## src/rtl/store_buffer.sv

```systemverilog
// Pending-store queue: holds retired stores in order, drains them to data memory, and forwards to loads.
// Optional STORE_BUFFER_COALESCE_EN merges a store into the tail entry when it hits the same word.
module store_buffer #(
   parameter int DEPTH = 4
) (
   input  logic                     clock,
   input  logic                     reset,
   input  logic                     st_valid,
   output logic                     st_ready,
   input  logic [31:0]              st_address,
   input  logic [31:0]              st_data,
   input  logic [3:0]               st_byte_en,
   output logic                     mem_req,
   input  logic                     mem_ack,
   output logic [31:0]              mem_address,
   output logic [31:0]              mem_data,
   output logic [3:0]               mem_byte_en,
   input  logic                     ld_valid,
   input  logic [31:0]              ld_address,
   output logic                     ld_hit,
   output logic [31:0]              ld_data,
   output logic                     ld_stall,
   output logic [$clog2(DEPTH):0]   count,
   output logic                     empty,
   output logic                     full
);

   localparam int AW = $clog2(DEPTH);
   localparam int CW = AW + 1;

   logic [29:0]   addr_q [DEPTH];
   logic [31:0]   data_q [DEPTH];
   logic [3:0]    be_q   [DEPTH];
   logic [AW-1:0] head_q, tail_q, tail_last;
   logic [CW-1:0] count_q;
   logic          push, pop, merge, alloc;
   logic          match_found;
   logic [AW-1:0] match_idx;

   assign empty     = (count_q == '0);
   assign full      = (count_q == CW'(DEPTH));
   assign count     = count_q;
   assign st_ready  = !full;
   assign push      = st_valid && !full;
   assign pop       = !empty && mem_ack;
   assign tail_last = tail_q - 1'b1;

`ifdef STORE_BUFFER_COALESCE_EN
   assign merge = push && (addr_q[tail_last] == st_address[31:2]) &&
                  (count_q >= CW'(2)) && !(pop && (head_q == tail_last));
`else
   assign merge = 1'b0;
`endif
   assign alloc = push && !merge;

   // NOTE: state registers use non-blocking assignments so every flop samples pre-edge values.
   always_ff @(posedge clock or posedge reset) begin
      if (reset) begin
         head_q  <= '0;
         tail_q  <= '0;
         count_q <= '0;
      end else begin
         if (pop)   head_q <= head_q + 1'b1;
         if (alloc) tail_q <= tail_q + 1'b1;
         case ({alloc, pop})
            2'b10:   count_q <= count_q + 1'b1;
            2'b01:   count_q <= count_q - 1'b1;
            default: count_q <= count_q;
         endcase
      end
   end

   // NOTE: the entry array has no reset; every reader is gated by occupancy, so stale contents never escape.
   always_ff @(posedge clock) begin
      if (merge) begin
         for (int b = 0; b < 4; b++) begin
            if (st_byte_en[b]) data_q[tail_last][8*b +: 8] <= st_data[8*b +: 8];
         end
         be_q[tail_last] <= be_q[tail_last] | st_byte_en;
      end else if (alloc) begin
         addr_q[tail_q] <= st_address[31:2];
         data_q[tail_q] <= st_data;
         be_q[tail_q]   <= st_byte_en;
      end
   end

   assign mem_req     = !empty;
   assign mem_address = mem_req ? {addr_q[head_q], 2'b00} : 32'h0;
   assign mem_data    = mem_req ? data_q[head_q] : 32'h0;
   assign mem_byte_en = mem_req ? be_q[head_q] : 4'h0;

   // Scan oldest to youngest so the last hit wins, i.e. the youngest matching entry.
   // NOTE: every always_comb output gets a default first, so no path can infer a latch.
   always_comb begin
      match_found = 1'b0;
      match_idx   = '0;
      for (int i = 0; i < DEPTH; i++) begin
         if ((CW'(i) < count_q) && (addr_q[head_q + AW'(i)] == ld_address[31:2])) begin
            match_found = 1'b1;
            match_idx   = head_q + AW'(i);
         end
      end
   end

   always_comb begin
      ld_hit   = 1'b0;
      ld_stall = 1'b0;
      ld_data  = 32'h0;
      if (ld_valid && match_found) begin
         if (be_q[match_idx] == 4'hF) begin
            ld_hit  = 1'b1;
            ld_data = data_q[match_idx];
         end else begin
            ld_stall = 1'b1;
         end
      end
   end

endmodule

```

## config.mk

```make
export PLATFORM = sky130hd
export DESIGN_NAME = store_buffer
export DESIGN_NICKNAME = d
export VERILOG_FILES = /design/src/rtl/store_buffer.sv
export SDC_FILE = /design/constraint.sdc
export NUM_CORES = 1
export LEC_CHECK = 0
export BUFFER_PORTS_ARGS = -buffer_cell sky130_fd_sc_hd__buf_2
export CAP_MARGIN = 25
export CELL_PAD_IN_SITES_DETAIL_PLACEMENT = 1
export CELL_PAD_IN_SITES_GLOBAL_PLACEMENT = 1
export CORE_UTILIZATION = 48
export DETAILED_ROUTE_END_ITERATION = 10
export PLACE_DENSITY_LB_ADDON = 0.1
export SYNTH_ARGS = -nofsm -noshare
export SYNTH_HDL_FRONTEND = slang
export SYNTH_SLANG_ARGS = --single-unit
```

## constraint.sdc

```tcl
create_clock -name clock -period 5.6 [get_ports clock]
set_input_delay 1.12 -clock clock [delete_from_list [all_inputs] [get_ports clock]]
set_output_delay 1.12 -clock clock [all_outputs]
set_load 0.02 [all_outputs]
```

After elaboration in Yosys (flattened, before gate mapping)
Memories as Yosys holds them, arrays and structs flattened.
Index checks and enable logic that the tools add are counted.
{ "totals": {"output_inout_bits": 109, "register_bits": 7, "memories": 3, "ramBits": 264, "inputBits": 105} }
{ "mem_list": {"columns": ["memory", "depth", "width", "read_ports", "rd_ports_with_merged_regs", "wr", "line", "source"], "rows": [
  ["data_q", 4, 32, 2, 0, 1, "32", "logic [31:0] data_q [DEPTH];"],
  ["addr_q", 4, 30, 4, 0, 1, "31", "logic [29:0] addr_q [DEPTH];"],
  ["be_q", 4, 4, 2, 0, 1, "33", "logic [3:0] be_q [DEPTH];"]
]} }
{ "op_classes": {"reduce_logical": 11, "mux": 20, "order_cmp": 4, "n_addsub": 6, "n_eq_ne": 8} }
{ "op_table": {"columns": ["cell", "n"], "rows": [
  ["$mux W32", 4],
  ["$eq A30 B30 Y1", 4],
  ["$mux W1", 10],
  ["$mux W2", 4],
  ["$logic_and A1 B1 Y1", 7],
  ["$lt A1 B3 Y1 const A", 2],
  ["$lt A2 B3 Y1 const A", 2],
  ["$pmux W3 S2", 1],
  ["$add A2 B1 Y2 const B", 2],
  ["$add A2 B2 Y2 const B", 2],
  ["$eq A4 B4 Y1 const B", 1],
  ["$mux W4", 1],
  ["$add A3 B1 Y3 const B", 1],
  ["$eq A3 B3 Y1 const B", 1],
  ["$logic_not A3 Y1", 1],
  ["$sub A3 B1 Y3 const B", 1],
  ["$eq A2 B1 Y1 const B", 1],
  ["$eq A2 B2 Y1 const B", 1],
  ["$logic_not A1 Y1", 2],
  ["$reduce_bool A2 Y1", 1]
]} }

Depth between registers and ports, before layout
An unclocked memory read counts as a cell.
{ "depth": {"depth_word": 11, "ltp_mapped": 19, "ltp_nobuf": 12} }

Worst setup path after synthesis
No wires, ideal clock.
{ "synth_timing": {"kind": "input to output", "start": "input ld_address[15]", "end": "output ld_data[0]", "arrival_time_ps": 3996, "t_required_ps": 4480, "path_slack_ps": 484, "cell_stages": 12, "cell_sequence": "clkbuf_1 o221ai_1 o21a_1 or4_1 nor3_1 and3_1 a21oi_1 a221oi_2 nor2_1 nor4b_4 buf_6 a32o_1"} }
{ "synth_between": {"elab_chain_len": 10, "word_cells_on_any_way": 22} }
{ "synth_lines": {"columns": ["element", "line", "source"], "rows": [
  ["start: declaration", "19", "input logic [31:0] ld_address,"],
  ["$eq A30 B30 Y1", "98", "if ((CW'(i) < count_q) && (addr_q[head_q + AW'(i)] == ld_address[31:2])) begin"],
  ["$logic_and A1 B1 Y1", "98", null],
  ["$mux W2 (4 in series)", "98", null],
  ["$mem_v2 Z4 W4", null, null],
  ["$eq A4 B4 Y1", "110", "if (be_q[match_idx] == 4'hF) begin"],
  ["$mux W32", "110", null],
  ["$mux W32 (*)", "109", "if (ld_valid && match_found) begin"],
  ["end: declaration", "21", "output logic [31:0] ld_data,"]
]} }
Mark *: on every way between the ends. The rest lies on a longest branch, timed or not.

Worst setup path in the final report
{ "layout_timing": {"start": "register head_q[1]", "end": "output ld_data[7]"} }
{ "layout_between": {"elab_chain_len": 11, "word_cells_on_any_way": 26} }
{ "layout_lines": {"columns": ["element", "line", "source"], "rows": [
  ["start: declaration", "34", "logic [AW-1:0] head_q, tail_q, tail_last;"],
  ["start signal: assignment", "63", "if (pop) head_q <= head_q + 1'b1;"],
  ["$add A2 B1 Y2 or $mem_v2 Z4 W30 (tied branches)", null, null],
  ["$mem_v2 Z4 W30 or $eq A30 B30 Y1 (tied branches)", null, null],
  ["$eq A30 B30 Y1 or $logic_and A1 B1 Y1 (tied branches)", "98", null],
  ["$logic_and A1 B1 Y1 or $mux W2 (tied branches)", "98", null],
  ["$mux W2 (3 in series)", "98", null],
  ["$mem_v2 Z4 W4", null, null],
  ["$eq A4 B4 Y1", "110", null],
  ["$mux W32", "110", null],
  ["$mux W32 (*)", "109", null]
]} }
Marks and branches as above.

==> results by group <==
Critical path
  • Worst-path fanout max: 8
  • Crit Path Class: reg -> out
  • Setup crit start kind: flop
  • CP required: 4.48 ns
  • Most frequent CP cell: buf_6
  • Worst path arrival time: 4.78 ns
  • Crit path buffers/inverters: 7
  • CP Cell Sequence: buf_4, clkbuf_16, buf_4, mux2i_1, xnor2_1, nor3_1, a31oi_1, nor3_1, nand4b_1, buf_6, o21ai_4, o221a_4, nor2_4, nor4b_4, buf_6, buf_12, a22o_1, buf_6
  • CP delay by family, top: simple AND/OR/NAND/NOR gates
  • Slowest cell on the critical path: nor3_1
  • Worst setup EP type: output port
  • CP peak stage delay: 0.54 ns

Drt
  • Avg WL per Cell: between 20 and 30 um
  • # DRC: 24
  • Antenna-violating nets left: 0
  • Via/cell ratio: ~6.5
  • Routed via count: approximately 14k
  • Routed WL: a little under 60,000 um
  • Drt first pass iters: 9
  • Initial DRC Count: ~1,000

Yosys
  • Synth warnings: 0
  • Yosys top cell by area: edfxtp_1
  • EDFF count, synth: between 200 and 300
  • Top post-synthesis cells by area: edfxtp_1 45%, mux2i_1 10%, mux4_2 9.5%, xnor2_1 3.8%, o22ai_1 2.5%
  • Avg Synthesized Cell Area: around 12 sq um
  • Post-synth ARST share: 2.58%
  • Leading register cell type out of synthesis: edfxtp_1
  • Sequential fraction of the synthesis area: between 40% and 50%
  • Yosys reg bits: roughly 270
  • Distinct cells, synth: 76
  • Top cell type's share of synthesized area: a little under half
  • Synth Instances: approximately 1.4k
  • Cell Area, Synth: between 15,000 and 20,000 sq um

Clocking
  • H-tree depth: 2
  • CTS root buf: clkbuf_16
  • Clk buf depth: 3
  • TritonCTS buffer count: 34
  • CTS tree: yes
  • CTS clk-pin slew, worst paths: about 0.06 ns
  • Sink Count: roughly 270
  • # hold bufs at CTS: 0
  • Clock Latency Late Sink: between 0.5 and 0.6 ns

Power and ir drop
  • Total power draw: between 10 and 15 mW
  • Cell-internal power: about 7 mW
  • Psw: 4.87 mW
  • Logic gate share of total power: 55.7%
  • Sw Share: 41.5%
  • PD cells: approximately 550 nW/um^2
  • Clk pwr share: between 10% and 20%
  • Sequential Power Share: roughly 26%
  • Worst vdd ir: between 0.0006 and 0.0007 V
  • Leak: approximately 8.0 nW

STA
  • Post-route minimum period: 5.90 ns
  • RSZ-0062 raised after global routing: true
  • Clock Skew: roughly 0.012 ns
  • Final WS setup: -0.302 ns
  • Setup violators final: 34
  • Period utilization: 105%
  • Final hold vios: 0
  • Worst-margin pin slew: between 1 and 1.5 ns
  • Slew margin rel.: 20.5%
  • Final slew viol count: 0
  • Fmax: 0.169 GHz

Final layout
  • Final #Nets: 1,758
  • Layout area overhead: 22.1%
  • Non-Filler Instances: 2,135
  • Fin area: about 21,000 sq um
  • Fin util: 59.9%
  • Share of post-route cells with drive strength above 1: between 30% and 40%

Placement
  • GPL Wtd Cong: between 0.9 and 1
  • Hpwl dp: 37,000 um
  • Dpl cell area: approximately 19,000 sq um
  • Placed Cells: about 2.0k
  • Port Buf Inserts: 207

Global routing
  • Vias in the first global route: around 14k
  • Initial antenna violation count: 5
  • All-Layer GR Usage: between 20% and 30%
  • Gr ovfl total: 0
  • First-pass GRT wire length: 85,600 um
  • Largest net degree at the start of global routing: 208

Outcome
  • Status: finished, violations left
  • Failing checks: DRC, setup timing

Job
  • Number of max-cap violations: 0

Die
  • Die W: about 190 um
  • Initial core utilization: around half
  • Num rows: slightly below 70
  • Die Area: between 30,000 and 40,000 sq um
  • Core area: approximately 36,000 sq um
  • Die Y: ~190 um
  • Boundary Pins: 214

Min path
  • Worst min path class: in -> async
[metrics by stage]
stage / TNS [ns] / hold slack [ns] / setup WS (ns)
floorplan: 0 / 0.580 / 0.484
global placement: 0 / 0.604 / 0.0445
detailed placement: 0 / 0.616 / 0.00926
CTS: -6.96 / 0.533 / -0.243
global route: -13.14 / 0.551 / -0.434
finish: -8.96 / 0.541 / -0.302
[final timing paths]
| path | from | end | slack (ns) | cells after the start |
|---|---|---|---|---|
| max in group asynchronous | reset | head_q[1] | 4.79 | 2 |
| setup reg to reg | count[0] | data_q[2][25] | 2.88 | 5 |
| min in group clock | count[1] | count[1] | 0.62 | 2 |
| hold reg to reg | count[1] | count[1] | 0.62 | 2 |
| hold / removal | reset | head_q[0] | 0.54 | 2 |
| setup / recovery | head_q[1] | ld_data[7] | -0.30 | 18 |
[state kept, by name, summed over array words and instances (netlist names)]
name / cells
tail_q: 2
be_q: 16
data_q: 128
addr_q: 120
head_q: 2
count: 3
[metal layers]
layer,global-route usage (%),routed length [um],up-vias
met5,0,8,-
met4,11.2,2310,2
met3,4.65,3350,123
met2,53.6,30200,503
met1,36.3,22900,7025
li1,-,-,6144
[cells in the final DEF (no fill, tap or decap), types with 15 or more instances in the layout]
master,netlist,routed
nand4_1,18,18
buf_4,9,90
mux4_2,74,74
xnor2_1,77,72
a32o_2,0,19
edfxtp_1,264,264
o22ai_1,70,70
xor2_1,32,31
inv_1,17,17
o221a_1,32,32
o21ai_0,45,44
a2bb2oi_1,38,36
o221ai_1,30,29
mux2_2,15,15
and2_1,54,54
mux2i_1,179,169
buf_12,0,16
clkbuf_16,0,40
buf_2,20,173
buf_6,11,35
nor2_1,70,68
nand2_1,63,62
[synth_stat cells, drive strengths merged (20+ instances only)]
library cell / instances
edfxtp: 264
mux2i: 179
xnor2: 77
mux4: 74
clkbuf: 72
nor2: 70
o22ai: 70
buf: 63
nand2: 63
and2: 54
o21ai: 49
a2bb2oi: 38
o221a: 38
xor2: 32
o221ai: 30
a32o: 28
mux2: 20
[kinds of logic (layout without fill, tap and decap cells)]
| logic type | count (synthesis) | after routing | synth area share, % |
|---|---|---|---|
| compound gates | 326 | 326 | 14.6 |
| simple gates | 275 | 275 | 8.05 |
| mux | 273 | 273 | 21.0 |
| flops | 271 | 271 | 46.1 |
| buf+inv | 154 | 404 | 4.12 |
| xor+xnor | 109 | 109 | 5.43 |
| fa+ha+maj | 9 | 9 | 0.641 |
| other cells | 1 | 7 | 0.0213 |
[power groups by stage]
stage / combinational, mW / clock (mW) / sequential (mW)
3_3_place_gp: 5.82 / 0 / 3.05
5_1_grt: 6.90 / 2.29 / 3.05
4_1_cts: 6.22 / 2.21 / 3.01
3_5_place_dp: 5.93 / 0 / 3.09
6_report: 6.53 / 2.19 / 3.01
2_1_floorplan: 4.29 / 0 / 2.96
[area by class of cell]
class | instances | area (sq um)
flip-flops and latches | 271 | 8110
clock buffers | 40 | 905
repair buffers | 324 | 2490
well taps | 461 | 577
diodes | 5 | 12.5
clock inverters | 21 | 193
fillers | 3612 | 14400
multi-input cells | 994 | 9100
inverters | 19 | 78.8
[worst register-to-register path: cells and delay by family (launching register included)]
kind,cells,cell delay [ns]
and+or+nand+nor,2,0.92
DFF,1,0.49
buffers and inverters,2,0.70
adders and majority gates,1,0.24
[repair_timing]
| item | 4_1_cts | 5_1_grt |
|---|---|---|
| endpoints found under the setup margin | 34 | 34 |
| pin swaps | 11 | 31 |
| cloned | 2 | 6 |
| buffers inserted | 17 | 19 |
| resized for setup | 48 | 100 |
Note: power is estimated with default switching activity, not from simulation.
